**src/rtl/spi_gen_pkg.sv**
```systemverilog
// Shared types for the generic SPI slave: gray-coded FSM states and frame command codes.
package spi_gen_pkg;

  // Adjacent states differ in one bit along the main frame path.
  typedef enum logic [2:0] {
    ST_IDLE      = 3'b000,
    ST_CHK_CMD   = 3'b001,
    ST_WRITE     = 3'b011,
    ST_READ_ADD  = 3'b010,
    ST_READ_DATA = 3'b110,
    ST_WAIT_TX   = 3'b111,
    ST_SEND      = 3'b101,
    ST_DONE      = 3'b100
  } state_e;

  localparam logic [1:0] CMD_WR_ADDR = 2'b00;
  localparam logic [1:0] CMD_WR_DATA = 2'b01;
  localparam logic [1:0] CMD_RD_ADDR = 2'b10;
  localparam logic [1:0] CMD_RD_DATA = 2'b11;

endpackage

```
**src/rtl/spi_slave_gen_if.sv**
```systemverilog
// Bus bundle between the SPI slave and its master/memory side.
interface spi_slave_gen_if #(
  parameter int DATA_W = 8
);
  logic              SS_n;
  logic              MOSI;
  logic              MISO;
  logic [DATA_W+1:0] rx_data;
  logic              rx_valid;
  logic [DATA_W-1:0] tx_data;
  logic              tx_valid;
  logic              frame_err;

  // Handshake: rx_valid and frame_err are one-cycle pulses with no back-pressure;
  // tx_valid has no ready partner, it is accepted only on a cycle spent waiting for read data.
  modport slave (
    input  SS_n, MOSI, tx_data, tx_valid,
    output MISO, rx_data, rx_valid, frame_err
  );

  modport master (
    output SS_n, MOSI, tx_data, tx_valid,
    input  MISO, rx_data, rx_valid, frame_err
  );
endinterface

```
**src/rtl/spi_tx_shifter.sv**
```systemverilog
// Parallel-load, MSB-first serialiser for read data; o_done flags the cycle after the last bit.
module spi_tx_shifter #(
  parameter int DATA_W = 8
) (
  input  logic              clk,
  input  logic              rst_n,
  input  logic              i_load,
  input  logic [DATA_W-1:0] i_data,
  input  logic              i_abort,
  output logic              o_serial,
  output logic              o_done
);
  localparam int CW = $clog2(DATA_W + 1);

  logic [DATA_W-1:0] r_shift;
  logic [CW-1:0]     r_cnt;
  logic              r_active;
  logic              r_serial;

  always_ff @(posedge clk) begin
    if (!rst_n || i_abort) begin
      r_shift  <= '0;
      r_cnt    <= '0;
      r_active <= 1'b0;
      r_serial <= 1'b0;
    end else if (i_load) begin
      // MSB goes straight to the output register; the rest waits in the shifter.
      r_shift  <= i_data << 1;
      r_serial <= i_data[DATA_W-1];
      r_cnt    <= CW'(1);
      r_active <= 1'b1;
    end else if (r_active) begin
      if (r_cnt == CW'(DATA_W)) begin
        r_serial <= 1'b0;
        r_active <= 1'b0;
        r_cnt    <= '0;
      end else begin
        r_serial <= r_shift[DATA_W-1];
        r_shift  <= r_shift << 1;
        r_cnt    <= r_cnt + 1'b1;
      end
    end
  end

  assign o_serial = r_serial;
  assign o_done   = r_active && (r_cnt == CW'(DATA_W));
endmodule

```
**src/rtl/spi_slave_gen.sv**
```systemverilog
// Generic SPI slave: decodes 2-bit command frames, returns read data after a read-address frame.
module spi_slave_gen
  import spi_gen_pkg::*;
#(
  parameter int DATA_W     = 8,
  parameter int TX_TIMEOUT = 16
) (
  input  logic            clk,
  input  logic            rst_n,
  spi_slave_gen_if.slave  bus,
  output state_e          o_state
);
  localparam int N  = DATA_W + 2;
  localparam int CW = $clog2(N + 1);
  localparam int TW = $clog2(TX_TIMEOUT + 1);

  state_e        r_state;
  logic [CW-1:0] r_bit_cnt;
  logic [TW-1:0] r_to_cnt;
  logic [N-1:0]  r_rx_data;
  logic          r_rx_valid;
  logic          r_frame_err;
  logic          r_rd_addr_seen;

  logic w_load;
  logic w_tx_abort;
  logic w_miso;
  logic w_tx_done;

  assign w_load     = (r_state == ST_WAIT_TX) && !bus.SS_n && bus.tx_valid;
  assign w_tx_abort = (r_state == ST_SEND) && bus.SS_n;

  always_ff @(posedge clk) begin
    if (!rst_n) begin
      r_state        <= ST_IDLE;
      r_bit_cnt      <= '0;
      r_to_cnt       <= '0;
      r_rx_data      <= '0;
      r_rx_valid     <= 1'b0;
      r_frame_err    <= 1'b0;
      r_rd_addr_seen <= 1'b0;
    end else begin
      r_rx_valid  <= 1'b0;
      r_frame_err <= 1'b0;
      case (r_state)
        ST_IDLE: begin
          if (!bus.SS_n) begin
            r_state   <= ST_CHK_CMD;
            r_bit_cnt <= '0;
          end
        end
        ST_CHK_CMD: begin
          if (bus.SS_n) begin
            r_frame_err <= 1'b1;
            r_state     <= ST_IDLE;
          end else begin
            r_rx_data <= {r_rx_data[N-2:0], bus.MOSI};
            r_bit_cnt <= CW'(1);
            if (!bus.MOSI)          r_state <= ST_WRITE;
            else if (r_rd_addr_seen) r_state <= ST_READ_DATA;
            else                    r_state <= ST_READ_ADD;
          end
        end
        ST_WRITE, ST_READ_ADD, ST_READ_DATA: begin
          // All N bits are in once the counter reaches N; this cycle only reports.
          if (r_bit_cnt == CW'(N)) begin
            r_rx_valid <= 1'b1;
            if (r_state == ST_READ_DATA) begin
              r_rd_addr_seen <= 1'b0;
              r_to_cnt       <= '0;
              r_state        <= ST_WAIT_TX;
            end else begin
              if (r_state == ST_READ_ADD) r_rd_addr_seen <= 1'b1;
              r_state <= ST_DONE;
            end
          end else if (bus.SS_n) begin
            r_frame_err <= 1'b1;
            r_state     <= ST_IDLE;
          end else begin
            r_rx_data <= {r_rx_data[N-2:0], bus.MOSI};
            r_bit_cnt <= r_bit_cnt + 1'b1;
          end
        end
        ST_WAIT_TX: begin
          if (bus.SS_n) begin
            r_state <= ST_IDLE;
          end else if (bus.tx_valid) begin
            r_state <= ST_SEND;
          end else if (r_to_cnt == TW'(TX_TIMEOUT - 1)) begin
            r_frame_err <= 1'b1;
            r_state     <= ST_DONE;
          end else begin
            r_to_cnt <= r_to_cnt + 1'b1;
          end
        end
        ST_SEND: begin
          if (bus.SS_n)      r_state <= ST_IDLE;
          else if (w_tx_done) r_state <= ST_DONE;
        end
        ST_DONE: begin
          if (bus.SS_n) r_state <= ST_IDLE;
        end
        default: r_state <= ST_IDLE;
      endcase
    end
  end

  spi_tx_shifter #(
    .DATA_W (DATA_W)
  ) u_tx_shifter (
    .clk      (clk),
    .rst_n    (rst_n),
    .i_load   (w_load),
    .i_data   (bus.tx_data),
    .i_abort  (w_tx_abort),
    .o_serial (w_miso),
    .o_done   (w_tx_done)
  );

  assign bus.MISO      = w_miso;
  assign bus.rx_data   = r_rx_data;
  assign bus.rx_valid  = r_rx_valid;
  assign bus.frame_err = r_frame_err;
  assign o_state       = r_state;
endmodule

```
**src/flat_wrapper.sv**
```systemverilog
// flat-port wrapper written by rule: the top's interface ports become plain ports
module spi_slave_gen_flat import spi_gen_pkg::*;
#(
  parameter int DATA_W     = 8,
  parameter int TX_TIMEOUT = 16
)
  (clk, rst_n, o_state, bus_SS_n, bus_MOSI, bus_tx_data, bus_tx_valid, bus_MISO, bus_rx_data, bus_rx_valid, bus_frame_err);
  spi_slave_gen_if #(.DATA_W(DATA_W)) bus_i ();
  input  logic clk;
  input  logic rst_n;
  output state_e o_state;
  input wire logic [$bits(bus_i.SS_n)-1:0] bus_SS_n;
  input wire logic [$bits(bus_i.MOSI)-1:0] bus_MOSI;
  input wire logic [$bits(bus_i.tx_data)-1:0] bus_tx_data;
  input wire logic [$bits(bus_i.tx_valid)-1:0] bus_tx_valid;
  output wire logic [$bits(bus_i.MISO)-1:0] bus_MISO;
  output wire logic [$bits(bus_i.rx_data)-1:0] bus_rx_data;
  output wire logic [$bits(bus_i.rx_valid)-1:0] bus_rx_valid;
  output wire logic [$bits(bus_i.frame_err)-1:0] bus_frame_err;
  assign bus_i.SS_n = bus_SS_n;
  assign bus_i.MOSI = bus_MOSI;
  assign bus_i.tx_data = bus_tx_data;
  assign bus_i.tx_valid = bus_tx_valid;
  assign bus_MISO = bus_i.MISO;
  assign bus_rx_data = bus_i.rx_data;
  assign bus_rx_valid = bus_i.rx_valid;
  assign bus_frame_err = bus_i.frame_err;
  spi_slave_gen #(.DATA_W(DATA_W), .TX_TIMEOUT(TX_TIMEOUT)) u_core (.clk(clk), .rst_n(rst_n), .bus(bus_i), .o_state(o_state));
endmodule
```
**config.mk**
```make
export PLATFORM = sky130hd
export DESIGN_NAME = spi_slave_gen_flat
export DESIGN_NICKNAME = d
export VERILOG_FILES = /design/src/rtl/spi_gen_pkg.sv /design/src/rtl/spi_slave_gen_if.sv /design/src/rtl/spi_tx_shifter.sv /design/src/rtl/spi_slave_gen.sv /design/src/flat_wrapper.sv
export SDC_FILE = /design/constraint.sdc
export NUM_CORES = 1
export LEC_CHECK = 0
export ABC_AREA = 1
export CAP_MARGIN = 0
export CORE_MARGIN = 2
export CORE_UTILIZATION = 48
export DETAILED_ROUTE_END_ITERATION = 10
export GPL_TIMING_DRIVEN = 0
export PLACE_DENSITY = 0.74
export SYNTH_ARGS = -nofsm -noshare
export SYNTH_HDL_FRONTEND = slang
export SYNTH_HIERARCHICAL = 1
export SYNTH_SLANG_ARGS = --single-unit
```
**constraint.sdc**
```tcl
create_clock -name clk -period 1.3 [get_ports clk]
set_input_delay 0.26 -clock clk [delete_from_list [all_inputs] [get_ports clk]]
set_output_delay 0.26 -clock clk [all_outputs]
set_load 0.005 [all_outputs]
```
==> reports/qor.yml, run 1 <==
critPathMaxStageDelay_ps: 350
wl_per_cell_um: 13.42
synthesis.area_sq_um: 2001
syn_to_final_growth_pct: 52.85
grt_use_total_pct: 21.34
synth_top_area_cell: "dfxtp_1"
synth.distinct_cells: 28
dr.pass1.iters: 4
syn_inst: 284
critical_path.startpoint: "u_core/r_to_cnt[1]"
rows: 23
hpwlAfterDp_um: 2968
place_ws_ps: -709.7
drt_iter0_markers: 107
cp_max_fo: 5
tightest_slew_ps: 372.3
multi_input_area_sq_um: 1329
seq_power_share_pct: 45.4
placedCellCount: 362
htreeDepth: 2
endpoint: "u_core/r_to_cnt[1]"
post-route-period-util_pct: 108.9
grt_first_pass_wirelength_um: 7493
start_util_pct: 50.02
period_minus_slack_ps: 1415
clock_power_share_pct: 37.7
finalMaxSlewViolations: 0
grt_pass1_vias: 1733
failed_checks: "negative setup slack"
io_pins: 29
ys_ff_latch: 38
setup_violations: 25
final_area_sq_um: 3058
gp_congestion: 0.8936
die_h_um: 68.56
end_kind: "flop"
slew_headroom_pct: 75.09
rr_startpoint: "u_core/r_to_cnt[1]"
p_sw_share_pct: 24.74
grt_max_degree: 12
fin_cells: 399
slowest_stage: "dfxtp_4"
ff_latch_area_sq_um: 794.5
synth_nets: 303
layout-drive-gt1-share_pct: 38.97
coreArea_sq_um: 4000
p_int_mw: 2.041
cts_sinks: 38
cp_data_arrival_time_ps: 1630
rsz0062_at_grt: "true"
ys.flop_type: "dfxtp_1"
placed_cell_area_sq_um: 2397
antenna_found_initial: 0
regToRegEndpoint: "u_core/r_to_cnt[1]"
synth.most_common_cell: "nand2_1"
powerDensity_nw_per_um2: 887.0
cp_cell_sequence: "ha_4 > nand2_2 > nor2_1 > ha_2 > o21ai_2 > nand3_2 > nand2_1 > nand2_1 > nor2_1"
nFillCells: 268
synth_commonest_cells: "nand2_1, nor2_1, dfxtp_1, inv_1, nand3_1"
timing.hold.ws_ps: 457.9
critPathKind: "flop to flop"
seq_area_frac_synth_pct: 38.02
cts_made_buffers: 5
synth_edf_count: 0
cts_root_buf: "clkbuf_8"
syn_area_per_cell_sq_um: 7.045
fin_skew_ps: 6.188
path_clk_slew_ps: 80
combPwrFrac_pct: 16.9
die_w_um: 68.56
power.switching_uw: 671.1
ctsHoldBuffers: 0
vias: 2063
place.port_buffers: 28
ant_nets: 0
async_flop_share_pct: 0
clockBufferDepth: 2
dieArea_sq_um: 4700
cap_violations: 0
finalNetCount: 368
worst_slack_ps: -115.3
reg2reg_depth: 9
yosys_warnings: 6
required_ps: 1510
hp-class: "flop to flop"
drc: 0
status: "complete, but fails checks"
vdd_ir_drop_max_v: 0.0008689
worstSetupStartpointType: "flop"
diodes: 0
wl_um: 5354
yosys-top-cells-area: "dfxtp_1, nand2_1, nor2_1, nand3_1, a21oi_1"
hold_violations: 0
r2r_slack_ps: -120
via_per_inst: 5.170
yosysTopAreaCellShare_pct: 38.02
clkLatencyLatePin_ps: 290
cts_tree: "yes"
grt-ovfl-total: 0
max_freq_mhz: 706.6
leakage_nw: 1.331
[power by group through the flow]
stage	Combinational (mW)	Clock (mW)	Sequential (mW)
4_1_cts	0.369	1.03	1.23
5_1_grt	0.492	1.08	1.24
3_5_place_dp	0.316	0	1.27
3_3_place_gp	0.314	0	1.27
2_1_floorplan	0.172	0	1.26
6_report	0.459	1.02	1.23
[what timing repair did]
| item | in CTS | in global routing |
|---|---|---|
| cloned | 1 | 1 |
| buffers inserted | 22 | 6 |
| pin swaps | 13 | 20 |
| endpoints found under the setup margin | 51 | 36 |
| gates resized for setup | 57 | 54 |
[registers in the layout, indices dropped and copies added, names as in the netlist]
| register | count |
|---|---|
| u_core/bus.frame_err | 1 |
| u_core/bus.rx_data | 10 |
| u_core/bus.rx_valid | 1 |
| u_core/o_state | 3 |
| u_core/r_bit_cnt | 4 |
| u_core/r_rd_addr_seen | 1 |
| u_core/r_to_cnt | 5 |
| u_core/u_tx_shifter/o_serial | 1 |
| u_core/u_tx_shifter/r_active | 1 |
| u_core/u_tx_shifter/r_cnt | 4 |
| u_core/u_tx_shifter/r_shift | 7 |
[metal layers]
layer  GRT usage [%]  share of wire [%]  wire, um
met1           26.64                 41      2183
met2           35.82                 51      2714
met3           5.844                5.8       309
met4           6.250                2.7       146
met5               0                  0         0
[per-stage QoR]
stage | power, mW | util [%] | setup TNS [ps]
after floorplan | 1.437 | - | -11.27
after global placement | 1.582 | 59.93 | -14520
after detailed placement | 1.583 | 59.93 | -14200
after CTS | 2.631 | 69.66 | -363.7
after global routing | 2.808 | 76.45 | -3030
final | 2.712 | 76.45 | -1393
[final cells by class]
| class | count | area share, % |
|---|---|---|
| clock buffer | 6 | 2.700 |
| tap | 50 | 2.046 |
| inverter | 30 | 4.664 |
| sequential | 38 | 25.98 |
| clock inverter | 1 | 0.9820 |
| multi-input combinational | 210 | 43.45 |
| timing repair buffer | 58 | 17.64 |
| buffer | 6 | 2.537 |
[worst min-delay path by stage]
stage	start	to	slack (ps)	cells after the start
2_1_floorplan	rst_n	u_core/bus.rx_data[4]	370	2
3_3_place_gp	u_core/u_tx_shifter/r_shift[6]	u_core/u_tx_shifter/r_shift[6]	430	2
3_5_place_dp	u_core/u_tx_shifter/r_shift[6]	u_core/u_tx_shifter/r_shift[6]	440	2
4_1_cts	u_core/u_tx_shifter/r_shift[7]	u_core/u_tx_shifter/r_shift[7]	450	2
5_1_grt	rst_n	u_core/bus.rx_data[4]	470	3
6_report	u_core/u_tx_shifter/r_shift[7]	u_core/u_tx_shifter/r_shift[7]	460	2
[placed cells by master (no fill, tap or decap), types with 2 or more instances in the layout]
cell type,count
buf_4,22
nand2_8,5
dfxtp_2,15
dfxtp_4,4
buf_8,3
a21oi_2,5
clkbuf_8,6
nand2_1,61
o21ai_1,2
ha_1,3
xor2_1,2
clkdlybuf4s50_1,9
nand3_2,4
nand3_1,15
nor2_4,5
buf_6,7
ha_4,2
o21ai_2,9
nand4_1,5
dlygate4sd2_1,18
nand3_4,4
a21oi_1,12
inv_4,4
o21ai_0,2
buf_12,2
inv_1,20
nor2_1,40
nand2_2,17
nand2_4,5
dfxtp_1,19
nor2_2,5
inv_2,4
[critical path: cells and delay by family (launching register included)]
family                     cells  cell delay (ps)
DFF                            1              350
and+or+nand+nor                6              480
AOI/OAI and AO/OA              1              150
adders and majority gates      2              360
[logic make-up (layout without fill, tap and decap cells)]
kind of cell | count (synthesis) | count (layout) | synth area share, %
AND/OR/NAND/NOR | 169 | 169 | 38.53
flip-flops | 38 | 38 | 38.02
buffers and inverters | 36 | 101 | 9.318
AO/OA/AOI/OAI | 32 | 32 | 9.068
adder cells (fa/ha/maj) | 6 | 6 | 3.752
XOR/XNOR | 3 | 3 | 1.314
(Power assumes the default switching activity.)
==> run 2: changes to the inputs <==
--- a/config.mk
+++ b/config.mk
@@ -8,10 +8,10 @@
 export ABC_AREA = 1
 export CAP_MARGIN = 0
 export CORE_MARGIN = 2
-export CORE_UTILIZATION = 48
+export CORE_UTILIZATION = 30
 export DETAILED_ROUTE_END_ITERATION = 10
 export GPL_TIMING_DRIVEN = 0
-export PLACE_DENSITY = 0.74
+export PLACE_DENSITY = 0.5
 export SYNTH_ARGS = -nofsm -noshare
 export SYNTH_HDL_FRONTEND = slang
 export SYNTH_HIERARCHICAL = 1
==> reports/qor.yml, run 2 (same netlist as run 1, synthesis figures left out) <==
io_pins: 29  # unchanged
clock_power_share_pct: 31.5  # -6.2 points
power.switching_uw: 655.8  # -2.3%
endpoint: "u_core/u_tx_shifter/r_shift[6]"
place_ws_ps: -761.7  # -51.92 ps
combPwrFrac_pct: 17.6  # +0.7 points
clockBufferDepth: 2  # unchanged
cts_tree: "yes"
vdd_ir_drop_max_v: 0.0004390  # -49%
hpwlAfterDp_um: 3328  # +12%
tns_ps: -720.4  # +673.0 ps
diodes: 0  # unchanged
fin_skew_ps: 8.075  # +1.887 ps
p_int_mw: 1.775  # -13%
drc: 0  # unchanged
cp_max_fo: 7  # +2
leakage_nw: 1.317  # -1.0%
powerDensity_nw_per_um2: 783.6  # -12%
wl_per_cell_um: 11.98  # -11%
path_clk_slew_ps: 70  # about the same
max_freq_mhz: 734.6  # +4.0%
setup_violations: 25  # unchanged
post-route-period-util_pct: 104.7  # -4.1 points
largest_register_ffs: 10  # unchanged
via_per_inst: 4.632  # -10%
place.port_buffers: 28  # unchanged
cts_root_buf: "clkbuf_8"
hp-class: "flop to flop"
hold_violations: 0  # unchanged
final_common_cell: "nand2_1"
worstSetupStartpointType: "flop"
status: "complete, but fails checks"
multi_input_area_sq_um: 1365  # +2.7%
r2r_slack_ps: -60  # +50 ps
rsz0062_at_grt: "true"
grt_first_pass_wirelength_um: 8480  # +13%
htreeDepth: 2  # unchanged
die_w_um: 85.67  # +25%
cap_violations: 0  # unchanged
cts_sinks: 38  # unchanged
drt_iter0_markers: 62  # -42%
critical_path.startpoint: "u_core/o_state[2]"
rr_startpoint: "u_core/o_state[2]"
tightest_slew_ps: 419.3  # +47.04 ps
ff_latch_area_sq_um: 798.3  # +0.47%
clkLatencyLatePin_ps: 290  # about the same
grt-ovfl-total: 0  # unchanged
syn_to_final_growth_pct: 55.03
dr.pass1.iters: 4  # unchanged
p_sw_share_pct: 26.98  # +2.2 points
slew_headroom_pct: 71.94  # -3.1 points
wl_um: 5079  # -5.1%
regToRegEndpoint: "u_core/u_tx_shifter/r_shift[6]"
grt_pass1_vias: 1858  # +7.2%
ctsHoldBuffers: 0  # unchanged
most-common-layout-cells: "nand2_1, nor2_1, inv_1"
seq_power_share_pct: 50.8  # +5.4 points
cts_made_buffers: 5  # unchanged
gp_congestion: 0.7601  # -15%
wl_met1_um: 2533  # +16%
failed_checks: "negative setup slack"
layout-drive-gt1-share_pct: 40.92  # +2.0 points
dieArea_sq_um: 7338  # +56%
route.met2.wl_um: 2280  # -16%
rows: 29  # +26%
timing.hold.ws_ps: 454.8  # -3.121 ps
antenna_found_initial: 0  # unchanged
grt_use_total_pct: 14.19  # -7.2 points
period_minus_slack_ps: 1361  # -53.95 ps
grt_max_degree: 12  # unchanged
start_util_pct: 31.33  # -19 points
cp_data_arrival_time_ps: 1540  # -90 ps
vias: 1964  # -4.8%
required_ps: 1480  # -30 ps
end_kind: "flop"
ant_nets: 0  # unchanged
coreArea_sq_um: 6386  # +60%
die_h_um: 85.67  # +25%
highest_layer: "met4"
wl_met3_um: 237  # -23%
worst_slack_ps: -61.33  # +53.95 ps
critPathKind: "flop to flop"
finalNetCount: 366  # -0.54%
finalMaxSlewViolations: 0  # unchanged
reg2reg_depth: 10  # +1
nFillCells: 627  # +130%
-- run 2: cell count changes in the layout (fill, tap and decap cells not counted), moves of 2 or more --
cell	change
nand2_4	+3
buf_4	-6
nand3_1	-2
clkinv_2	+2
a21oi_2	+2
nand2_8	-3
buf_6	+3
nor2_4	+3
nor2_2	-3
inv_4	+2
a21oi_1	-2
-- run 2: power by group through the flow --
stage	Sequential, mW	Clock (mW)	Combinational, mW
after floorplan	1.26	0	0.172
after global placement	1.27	0	0.326
after detailed placement	1.27	0	0.325
after CTS	1.23	0.812	0.413
after global routing	1.24	0.849	0.471
final	1.24	0.766	0.429
-- run 2: what timing repair did --
item,4_1_cts,5_1_grt
gates cloned,2,0
gates resized for setup,68,60
pin swaps,22,27
buffers inserted,22,5
setup endpoints to repair,51,34
-- run 2: critical path, stage by stage, from the launching register on --
cell	delay (ps)
dfxtp_2	350
buf_8	140
nand3_4	90
nor2_4	130
buf_6	140
clkinv_8	70
buf_8	140
nand2_4	50
nand2_2	50
nand3_2	50
nand2_1	40
-- run 2: per-stage QoR --
stage | util [%] | cells | area (sq um) | total power, mW
detailed placement | 38.07 | 389 | 2431 | 1.592
global route | 48.57 | 424 | 3102 | 2.561
finish | 48.57 | 424 | 3102 | 2.430
global placement | 38.07 | 389 | 2431 | 1.593
CTS | 44.77 | 420 | 2859 | 2.460
floorplan | - | 284 | 2054 | 1.437
-- run 2: cell type report --
cell class                 count  area share (%)
clock inverter                 2          0.3227
tap                           77           3.106
clock buffer                   5           2.219
sequential                    38           25.74
multi-input combinational    210           44.01
inverter                      30           4.518
buffer                         5           2.138
timing repair buffer          57           17.95
-- run 2: worst min path at each step --
stage                                         from                             end  slack (ps)  depth (start not counted)
CTS                 u_core/u_tx_shifter/r_shift[2]  u_core/u_tx_shifter/r_shift[2]         460                          2
global route        u_core/u_tx_shifter/r_shift[7]  u_core/u_tx_shifter/r_shift[7]         470                          2
global placement    u_core/u_tx_shifter/r_shift[6]  u_core/u_tx_shifter/r_shift[6]         430                          2
floorplan                                    rst_n           u_core/bus.rx_data[4]         370                          2
detailed placement  u_core/u_tx_shifter/r_shift[2]  u_core/u_tx_shifter/r_shift[2]         440                          2
finish              u_core/u_tx_shifter/r_shift[2]  u_core/u_tx_shifter/r_shift[2]         450                          2
-- run 2: per-layer routing --
metal	global-route usage, %	up-vias
met5	0	-
met4	3.896	0
met3	3.850	2
met2	22.16	29
met1	19.30	905
li1	-	1028
==> run 3: changes to the inputs <==
--- a/config.mk
+++ b/config.mk
@@ -11,7 +11,8 @@
 export CORE_UTILIZATION = 30
 export DETAILED_ROUTE_END_ITERATION = 10
 export GPL_TIMING_DRIVEN = 0
-export PLACE_DENSITY = 0.5
+export PLACE_DENSITY = 0.48
+export SLEW_MARGIN = 20
 export SYNTH_ARGS = -nofsm -noshare
 export SYNTH_HDL_FRONTEND = slang
 export SYNTH_HIERARCHICAL = 1
==> constraint.sdc (replaced) <==
create_clock -name clk -period 1.55 [get_ports clk]
set_input_delay 0.31 -clock clk [delete_from_list [all_inputs] [get_ports clk]]
set_output_delay 0.31 -clock clk [all_outputs]
set_load 0.005 [all_outputs]
==> reports/qor.yml, run 3 (same netlist as run 1, synthesis figures left out) <==
ctsHoldBuffers: 0  # unchanged
end_kind: "output pin"
wl_um: 4634  # -8.8%
clock_power_share_pct: 35.7  # +4.2 points
r2r_slack_ps: 70  # +130 ps
antenna_found_initial: 0  # unchanged
post-route-period-util_pct: 97.34
max_freq_mhz: 662.8
grt_first_pass_wirelength_um: 7776  # -8.3%
fin_skew_ps: 1.786  # -6.289 ps
power.switching_uw: 546.9  # -17%
status: "finished, final reports clean"
htreeDepth: 2  # unchanged
slowest_stage: "clkdlybuf4s50_1"
powerDensity_nw_per_um2: 785.8  # +0.28%
cap_violations: 0  # unchanged
vdd_ir_drop_max_v: 0.0003264  # -26%
timing.hold.ws_ps: 413.9  # -40.88 ps
hpwlAfterDp_um: 3351  # +0.69%
slew_headroom_pct: 76.49  # +4.6 points
p_sw_share_pct: 26.60  # -0.38 points
gp_congestion: 0.8327  # +9.6%
leakage_nw: 1.086  # -18%
rsz0062_at_grt: "true"
finalNetCount: 344  # -6.0%
hp-class: "primary input to flop"
finalMaxSlewViolations: 0  # unchanged
hold_violations: 0  # unchanged
via_per_inst: 4.538  # -2.0%
p_int_mw: 1.509  # -15%
wl_per_cell_um: 11.50  # -4.0%
path_delay_family: "buffers and inverters"
io_pins: 29  # unchanged
final_area_sq_um: 2616  # -16%
largest_register_ffs: 10  # unchanged
layout-drive-gt1-share_pct: 19.94  # -21 points
critPathKind: "flop to output pin"
final_common_cell: "nand2_1"
drt_iter0_markers: 108  # +74%
die_w_um: 85.67  # unchanged
cp_data_arrival_time_ps: 1200  # -340 ps
rows: 29  # unchanged
ant_nets: 0  # unchanged
grt_pass1_vias: 1745  # -6.1%
cts_tree: "yes"
place.port_buffers: 28  # unchanged
cts_sinks: 38  # unchanged
clkLatencyLatePin_ps: 290  # about the same
cp_max_fo: 5  # -2
placed_cell_area_sq_um: 2377  # -2.2%
cp_cell_sequence: "clkdlybuf4s50_1"
die_h_um: 85.67  # unchanged
grt-ovfl-total: 0  # unchanged
syn_to_final_growth_pct: 30.77
nFillCells: 682  # +8.8%
critPathMaxStageDelay_ps: 510  # +160 ps
combPwrFrac_pct: 13.8  # -3.8 points
clockBufferDepth: 2  # unchanged
path_clk_slew_ps: 80  # about the same
coreArea_sq_um: 6386  # unchanged
drc: 0  # unchanged
worst_slack_ps: 41.23  # +102.6 ps
start_util_pct: 31.33  # unchanged
p_total_mw: 2.056  # -15%
dr.pass1.iters: 4  # unchanged
diodes: 0  # unchanged
cts_made_buffers: 5  # unchanged
dieArea_sq_um: 7338  # unchanged
seq_power_share_pct: 50.5  # -0.3 points
worstSetupStartpointType: "flop"
most-common-layout-cells: "nand2_1, nor2_1, dfxtp_1"
grt_max_degree: 13  # +1
tightest_slew_ps: 352.0  # -67.30 ps
cts_root_buf: "clkbuf_8"
grt_use_total_pct: 13.28  # -0.91 points
place_ws_ps: -600.6  # +161.0 ps
period_minus_slack_ps: 1509
vias: 1829  # -6.9%
required_ps: 1240  # -240 ps
crit_buf_inv: 1  # -3
tns_ps: 0  # +720.4 ps
setup_violations: 0  # -100%
==> run 3: worst paths after layout <==
path,from,endpoint,cells after the start
max reg2reg,u_core/r_to_cnt[0],u_core/r_to_cnt[1],9
max,u_core/o_state[0],o_state[0],1
min reg2reg,u_core/u_tx_shifter/r_shift[6],u_core/u_tx_shifter/r_shift[6],2
min,rst_n,u_core/bus.rx_data[4],3
==> run 3: metal layers <==
| layer | up-vias | GRT usage (%) | wire, um |
|---|---|---|---|
| met5 | - | 0 | 0 |
| li1 | 978 | - | - |
| met2 | 25 | 20.67 | 2056 |
| met4 | 0 | 5.628 | 64 |
| met1 | 822 | 17.04 | 2300 |
| met3 | 4 | 4.042 | 213 |
==> run 3: cell type report <==
cell class                 count  area [sq um]  share of cell area, %
buffer                         6         70.07                  2.678
clock inverter                 2         12.51                 0.4782
sequential                    38         773.2                  29.56
multi-input combinational    210          1117                  42.71
tap                           77         96.34                  3.682
inverter                      30         122.6                  4.687
clock buffer                   6         82.58                  3.156
timing repair buffer          34         341.6                  13.06
==> run 3: worst min-delay path: stages <==
cell and delay (ps):
dlymetal6s2s_1 230, o21ai_2 90, nor2_1 40
==> run 3: power groups by stage <==
| stage | registers, mW | logic (mW) | clock network, mW |
|---|---|---|---|
| after floorplan | 1.06 | 0.141 | 0 |
| after global placement | 1.06 | 0.271 | 0 |
| after detailed placement | 1.06 | 0.270 | 0 |
| after CTS | 1.04 | 0.273 | 0.758 |
| after global routing | 1.04 | 0.320 | 0.794 |
| final | 1.04 | 0.284 | 0.735 |
==> run 3: through the flow <==
step	util (%)	instances
floorplan	-	284
global placement	37.23	389
detailed placement	37.23	389
CTS	38.93	397
global route	40.97	403
finish	40.97	403
==> run 3: what timing repair did <==
action	4_1_cts	5_1_grt
pin swaps	0	5
endpoints found under the setup margin	14	26
setup buffers	0	6
endpoints found under the hold margin	0	0
gates cloned	0	0
gates resized for setup	6	23
